--- config.mk ---
export PLATFORM = sky130hd
export DESIGN_NAME = mem_bus_arbiter
export DESIGN_NICKNAME = d
export VERILOG_FILES = /design/src/rtl/mem_bus_arbiter_pkg.sv /design/src/rtl/mem_bus_arbiter_arb_pick.sv /design/src/rtl/mem_bus_arbiter.sv
export SDC_FILE = /design/constraint.sdc
export NUM_CORES = 1
export LEC_CHECK = 0
export BUFFER_PORTS_ARGS = -buffer_cell sky130_fd_sc_hd__buf_2
export CAP_MARGIN = 20
export CORE_MARGIN = 3
export CORE_UTILIZATION = 46
export DETAILED_ROUTE_END_ITERATION = 10
export PLACE_DENSITY = 0.8
export RECOVER_POWER = 50
export SETUP_SLACK_MARGIN = 0.2
export SLEW_MARGIN = 20
export SYNTH_ARGS = -nofsm -noshare
export SYNTH_HDL_FRONTEND = slang
export SYNTH_SLANG_ARGS = --single-unit
--- constraint.sdc ---
create_clock -name clk -period 2.4 [get_ports clk]
set_input_delay 0.48 -clock clk [delete_from_list [all_inputs] [get_ports clk]]
set_output_delay 0.48 -clock clk [all_outputs]
set_load 0.005 [all_outputs]
--- src/rtl/mem_bus_arbiter_pkg.sv ---
// Shared types for the memory bus arbiter: the FSM state encoding and the
// grant identifiers that the winner-select logic and the top agree on.
package mem_bus_arbiter_pkg;

    typedef enum logic [1:0] {
        ST_IDLE = 2'd0,
        ST_ADDR = 2'd1,
        ST_WAIT = 2'd2,
        ST_RESP = 2'd3
    } state_t;

    typedef enum logic [1:0] {
        GNT_NONE  = 2'd0,
        GNT_FETCH = 2'd1,
        GNT_DATA  = 2'd2
    } grant_t;

    localparam int CNT_W = 3;

endpackage

--- src/rtl/mem_bus_arbiter_arb_pick.sv ---
// Combinational winner select between fetch and load/store requesters.
// MEM_ARB_RR_EN: round-robin on contention; otherwise data beats fetch.
module mem_bus_arbiter_arb_pick
    import mem_bus_arbiter_pkg::*;
(
    input  logic   i_if_req,
    input  logic   i_d_req,
    input  grant_t i_last_grant,
    output grant_t o_pick
);

`ifndef MEM_ARB_RR_EN
    logic w_unused_last_grant;
    assign w_unused_last_grant = ^i_last_grant;
`endif

    always_comb begin
        o_pick = GNT_NONE;
        if (i_if_req && i_d_req) begin
`ifdef MEM_ARB_RR_EN
            // Whoever did not win last time goes first.
            o_pick = (i_last_grant == GNT_DATA) ? GNT_FETCH : GNT_DATA;
`else
            o_pick = GNT_DATA;
`endif
        end else if (i_d_req) begin
            o_pick = GNT_DATA;
        end else if (i_if_req) begin
            o_pick = GNT_FETCH;
        end
    end

endmodule

--- src/rtl/mem_bus_arbiter.sv ---
// Shares one memory port between fetch and load/store: latch winner, one access,
// wait MEM_LAT for reads, ack for one cycle. Build option: MEM_ARB_RR_EN.
module mem_bus_arbiter
    import mem_bus_arbiter_pkg::*;
#(
    parameter int MEM_LAT = 1,
    parameter int XLEN    = 32
) (
    input  logic            clk,
    input  logic            rstn,
    input  logic            if_req,
    input  logic [XLEN-1:0] if_addr,
    output logic            if_ack,
    output logic [XLEN-1:0] if_rdata,
    input  logic            d_req,
    input  logic            d_we,
    input  logic [XLEN-1:0] d_addr,
    input  logic [XLEN-1:0] d_wd,
    output logic            d_ack,
    output logic [XLEN-1:0] d_rdata,
    output logic            mem_we,
    output logic [XLEN-1:0] mem_addr,
    output logic [XLEN-1:0] mem_wd,
    input  logic [XLEN-1:0] mem_rd,
    output logic            busy
);

    localparam logic [CNT_W-1:0] LAT_INIT = CNT_W'(MEM_LAT);

    state_t             r_state;
    state_t             w_state_nxt;
    grant_t             r_grant;
    grant_t             r_last_grant;
    grant_t             w_pick;
    logic               r_we;
    logic [XLEN-1:0]    r_addr;
    logic [XLEN-1:0]    r_wd;
    logic [XLEN-1:0]    r_if_rdata;
    logic [XLEN-1:0]    r_d_rdata;
    logic [CNT_W-1:0]   r_cnt;
    logic               w_load_cmd;
    logic               w_capture;

    mem_bus_arbiter_arb_pick u_arb_pick (
        .i_if_req     (if_req),
        .i_d_req      (d_req),
        .i_last_grant (r_last_grant),
        .o_pick       (w_pick)
    );

    always_comb begin
        w_state_nxt = r_state;
        w_load_cmd  = 1'b0;
        w_capture   = 1'b0;
        case (r_state)
            ST_IDLE: begin
                if (w_pick != GNT_NONE) begin
                    w_load_cmd  = 1'b1;
                    w_state_nxt = ST_ADDR;
                end
            end
            ST_ADDR: w_state_nxt = r_we ? ST_RESP : ST_WAIT;
            ST_WAIT: begin
                // Last wait cycle: mem_rd is now MEM_LAT cycles past the address.
                if (r_cnt == CNT_W'(1)) begin
                    w_capture   = 1'b1;
                    w_state_nxt = ST_RESP;
                end
            end
            ST_RESP: w_state_nxt = ST_IDLE;
            default: w_state_nxt = ST_IDLE;
        endcase
    end

    assign busy     = (r_state != ST_IDLE);
    assign mem_we   = (r_state == ST_ADDR) && r_we;
    assign mem_addr = r_addr;
    assign mem_wd   = r_wd;
    assign if_ack   = (r_state == ST_RESP) && (r_grant == GNT_FETCH);
    assign d_ack    = (r_state == ST_RESP) && (r_grant == GNT_DATA);
    assign if_rdata = r_if_rdata;
    assign d_rdata  = r_d_rdata;

    always_ff @(posedge clk) begin
        if (!rstn) begin
            r_state      <= ST_IDLE;
            r_grant      <= GNT_NONE;
            r_last_grant <= GNT_FETCH;
            r_we         <= 1'b0;
            r_addr       <= '0;
            r_wd         <= '0;
            r_if_rdata   <= '0;
            r_d_rdata    <= '0;
            r_cnt        <= '0;
        end else begin
            r_state <= w_state_nxt;
            if (w_load_cmd) begin
                r_grant <= w_pick;
                if (w_pick == GNT_DATA) begin
                    r_addr <= d_addr;
                    r_wd   <= d_wd;
                    r_we   <= d_we;
                end else begin
                    r_addr <= if_addr;
                    r_wd   <= '0;
                    r_we   <= 1'b0;
                end
            end
            if (r_state == ST_ADDR) begin
                r_cnt <= LAT_INIT;
            end else if (r_state == ST_WAIT) begin
                r_cnt <= r_cnt - CNT_W'(1);
            end
            if (w_capture) begin
                if (r_grant == GNT_FETCH) begin
                    r_if_rdata <= mem_rd;
                end else begin
                    r_d_rdata  <= mem_rd;
                end
            end
            if (r_state == ST_RESP) begin
                r_last_grant <= r_grant;
            end
        end
    end

endmodule

# After elaboration in Yosys (flattened, before gate mapping)
# Cells that the tools add are included.
[word_totals]
ff_bits = 136
latchBits = 0
ramBits = 0
romBits = 0
in_bits = 133
output_inout_bits = 132
wordCells = 49
n_memories = 0
[classes]
add_sub_neg = 1
n_mul = 0
div = 0
n_lt_le_gt_ge = 0
eq_ne = 9
shifts = 0
n_mux = 16
bitwise = 2
n_reduce_logical = 12
[op_table]
columns = ["op", "count"]
rows = [
  ["$mux W32", 2],
  ["$mux W1", 9],
  ["$eq A2 B2 Y1 const B", 4],
  ["$mux W2", 4],
  ["$pmux W2 S4", 1],
  ["$reduce_and A2 Y1", 3],
  ["$reduce_bool A2 Y1", 3],
  ["$eq A2 B1 Y1 const B", 2],
  ["$logic_and A1 B1 Y1", 4],
  ["$ne A2 B2 Y1 const B", 2],
  ["$eq A3 B1 Y1 const B", 1],
  ["$sub A3 B1 Y3 const B", 1],
  ["$logic_not A2 Y1", 1],
  ["$not A1 Y1", 2],
  ["$reduce_or A2 Y1", 1],
]

# Longest topological paths before layout
[depth]
depth_word = 6
ltp_mapped = 7
ltp_nobuf = 5

# By module
# A second synthesis with hierarchy kept.
[hier_totals]
hier_cells = 562
area_unflattened_um2 = 5403.9
[by_module_without_submodules]
columns = ["mod", "n_inst", "cells_each", "area_each_um2", "seq_area_each_um2"]
rows = [
  ["mem_bus_arbiter", 1, 560, 5393.9, 2762.6],
  ["mem_bus_arbiter_arb_pick", 1, 2, 10.0, 0.0],
]

# Least setup slack after synthesis
# OpenSTA, ideal clock, no wires.
[synth_path]
kind = "register -> register"
start = "register r_state[0]"
end = "register r_if_rdata[10], in the netlist if_rdata[10]"
setup_time_ps = 72
arrival_time_ps = 1479
t_required_ps = 2328
path_slack_ps = 849
path_stages_with_launch = 8
path_buffers = 2
synth_period_minus_slack_ps = 1551
cell_sequence = "dfxtp_1 inv_1 ha_1 nand3b_2 nor3b_2 buf_6 buf_12 mux2i_1"
[synth_between]
elab_chain_len = 3
[synth_lines]
columns = ["item", "line", "source"]
rows = [
  ["from (decl)", "mem_bus_arbiter.sv:30", "state_t r_state;"],
  ["from (signal assigned)", "mem_bus_arbiter.sv:96", "r_state <= w_state_nxt;"],
  ["$eq A2 B2 Y1", "mem_bus_arbiter.sv:55", "case (r_state)"],
  ["$mux W1", "mem_bus_arbiter.sv:55", ""],
  ["$reduce_and A2 Y1 (no line)", "--", ""],
  ["to (signal assigned)", "mem_bus_arbiter.sv:116", "r_if_rdata <= mem_rd;"],
  ["to (decl)", "mem_bus_arbiter.sv:38", "logic [XLEN-1:0] r_if_rdata;"],
]
# No other way between the ends.
# A chain may end at the register's enable or synchronous reset.

# Worst setup path in the final report
[layout_path]
start = "register r_state[1]"
end = "output mem_we"
[layout_between]
elab_chain_len = 2
[layout_lines]
columns = ["item", "line", "source"]
rows = [
  ["$eq A2 B1 Y1", "mem_bus_arbiter.sv:76", "assign mem_we = (r_state == ST_ADDR) && r_we;"],
  ["$logic_and A1 B1 Y1", "mem_bus_arbiter.sv:76", ""],
  ["to (decl)", "mem_bus_arbiter.sv:21", "output logic mem_we,"],
]
# No other way between the ends.

==> impl_metrics.toml <==
[die]
fp-row-count = 38
die_w_um = 114
initial_utilization = 0.484
coreArea_um2 = 11100
ioPinCount = 265
dieArea_um2 = 13000
die_y_um = 114

[sta]
tightest_slew_ns = 0.639
finalClockSkew_ns = 0.00743
rsz0062_at_grt = "false"
final-setup-viol-count = 0
final.setup.tns_ns = 0
hold_viol = 0
period_minus_slack_ns = 1.88
final_max_slew_viol_count = 0
max_freq_ghz = 0.531
max_slew_margin = 0.574
finalCritPeriodShare = 0.784
holdWs_ns = 0.300

[clocking]
clk_latency_ns = 0.41
cts.sink_count = 136
cts_tree = "done"
post_cts_resize_count = 0
clkTransAtPathRegs_ns = 0.06
cts_setup_buffers = 0
cts_hold_buf = 0
clockBufferDepth = 2
cts_buffers = 17
h-tree-depth = 4
cts_root_buffer = "clkbuf_16"

[power]
leakage_nw = 3.14
finalPower_mw = 7.09
power.density_nw_per_um2 = 981
vdd_drop_max_mv = 0.581

[placement]
io_buffers = 264
gp_congestion = 0.798
detailed_place_hpwl_um = 11100
dp_cells = 917

[min_path]
hold_class = "input port to flop"
hold_path_depth = 3

[critical_path]
end_kind = "output pin"
worstPathRequired_ns = 1.92
start_kind = "flop"
reg2regPathDepth = 6
cp.arrival_ns = 1.40
crit_fanout = 5
crit_type = "flop to output pin"

[logic_synthesis]
syn-cell-area_um2 = 5390
netlist_instances = 549
ys_seq_elements = 136
syn_nets = 689
synth-seq-area-share = 0.505
syn_area_per_cell_um2 = 9.81
ys_types = 31
yosysWarnings = 0

[detailed_routing]
drc_errors = 0
viasPerCell = 5.07
drt_iter0_drc = 260
dr.pass1.iters = 5
antenna_left = 0
drt-total-wl_um = 14700
via_count = 4815
wl_per_cell_um = 15.5

[cells_and_area]
final_util = 0.649
final_nets = 936
drive_gt1_frac = 0.277
area_growth_syn_to_layout_pct = 34.1
fin_cells = 950

[global_routing]
grt-ovfl-total = 0
grt_pass1_vias = 4862
grt_max_degree = 101
grt_pass1_wl_um = 23200
grtUsageTotal = 0.225
antenna_found_initial = 2

[status]
status = "finished, final reports clean"

[flow_run]
maxCapViolations = 0
==> through the flow <==
step           instance area, µm²  setup WS (ns)
2_1_floorplan                5390          0.849
3_3_place_gp                 6730          0.442
3_5_place_dp                 6740          0.267
4_1_cts                      7330          0.251
5_1_grt                      7230          0.282
6_report                     7230          0.518
==> placed cells by master (no fill, tap or decap), types with 2 or more instances in the layout <==
| master | Yosys | layout |
|---|---|---|
| clkinv_4 | 0 | 2 |
| a21oi_1 | 3 | 3 |
| mux2i_1 | 97 | 97 |
| a211oi_1 | 34 | 34 |
| bufinv_16 | 0 | 3 |
| dfxtp_1 | 136 | 136 |
| buf_2 | 17 | 179 |
| nor3b_1 | 2 | 2 |
| clkbuf_1 | 14 | 86 |
| nand2b_1 | 2 | 2 |
| nor2_1 | 69 | 69 |
| nand2_1 | 101 | 101 |
| clkinvlp_4 | 0 | 3 |
| inv_1 | 7 | 7 |
| a22oi_1 | 33 | 33 |
| buf_12 | 3 | 5 |
| ha_1 | 7 | 7 |
| clkbuf_16 | 0 | 17 |
| clkinv_2 | 0 | 5 |
==> report_power, final <==
part           internal (mW)  leakage, nW  switching, mW  total, mW
clock                   1.62        0.282          0.962       2.59
combinational          0.687         1.75          0.947       1.63
sequential              2.64         1.11          0.226       2.87
total                   4.95         3.14           2.14       7.09
==> synthesized netlist by cell type <==
master,count,share of area
a211o_2,1,0.0019
a21oi_1,3,0.0028
nand2_1,101,0.070
dfxtp_1,136,0.51
ha_1,7,0.016
a2111oi_0,1,0.0016
and2_1,2,0.0023
buf_6,4,0.0084
nor3_1,1,0.00093
clkbuf_1,14,0.0098
a211oi_1,34,0.047
o21ai_0,1,0.00093
xor2_1,1,0.0016
a31oi_1,1,0.0012
nor3b_1,2,0.0028
inv_1,7,0.0049
nand3b_2,1,0.0021
a21oi_4,1,0.0030
mux2i_1,97,0.18
buf_1,1,0.00070
buf_12,3,0.011
buf_2,17,0.016
o21ai_1,1,0.00093
buf_4,4,0.0056
o21a_1,1,0.0014
and3_1,1,0.0012
nand2b_1,2,0.0023
nor2_1,69,0.048
a22oi_1,33,0.046
nor3b_2,1,0.0023
inv_2,1,0.00070
==> worst paths after layout <==
check | startpoint | end | slack [ns]
setup / recovery | r_state[1]$_SDFFE_PN0P_ | mem_we | 0.52
hold / removal | d_wd[16] | mem_wd[16]$_SDFFE_PN0P_ | 0.30
setup reg to reg | r_state[0]$_SDFFE_PN0P_ | if_rdata[20]$_SDFFE_PN0P_ | 0.54
hold reg to reg | d_rdata[28]$_SDFFE_PN0P_ | d_rdata[28]$_SDFFE_PN0P_ | 0.45
==> critical path, cell delays in order, from the launching register on <==
cell     delay [ns]
dfxtp_1        0.40
inv_1          0.10
ha_1           0.20
and2_1         0.16
buf_2          0.13
==> per-layer routing <==
layer	global-route usage	up-vias	wire length (µm)
met5	0	-	13
met4	0.112	2	442
met3	0.0756	39	1260
met2	0.395	198	7460
met1	0.240	2194	5530
li1	-	2382	-
==> logic make-up (layout without fill, tap and decap cells) <==
kind of cell | Yosys count | in the layout | synth area share
AO/OA/AOI/OAI | 77 | 77 | 0.107
XOR/XNOR | 1 | 1 | 0.00163
adder cells (fa/ha/maj) | 7 | 7 | 0.0163
buffers and inverters | 51 | 311 | 0.0569
flip-flops | 136 | 136 | 0.505
multiplexers | 97 | 97 | 0.180
other | 0 | 1 | 0
AND/OR/NAND/NOR | 180 | 180 | 0.132
==> final cells by class <==
class                   count  area, µm²
repair buffers            271       1340
multi-input cells         362       2370
clock buffers              19        433
flip-flops and latches    136       2720
clock inverters            13        155
inverters                   8       30.0
diodes                      1       2.50
fillers                   922       3900
well taps                 140        175
==> state kept, by name (all words and copies together), names as in the netlist <==
register,flops
if_rdata,32
r_grant,2
r_we,1
r_cnt,3
mem_wd,32
d_rdata,32
mem_addr,32
r_state,2
No activity file was read; power rests on OpenSTA's default activity.
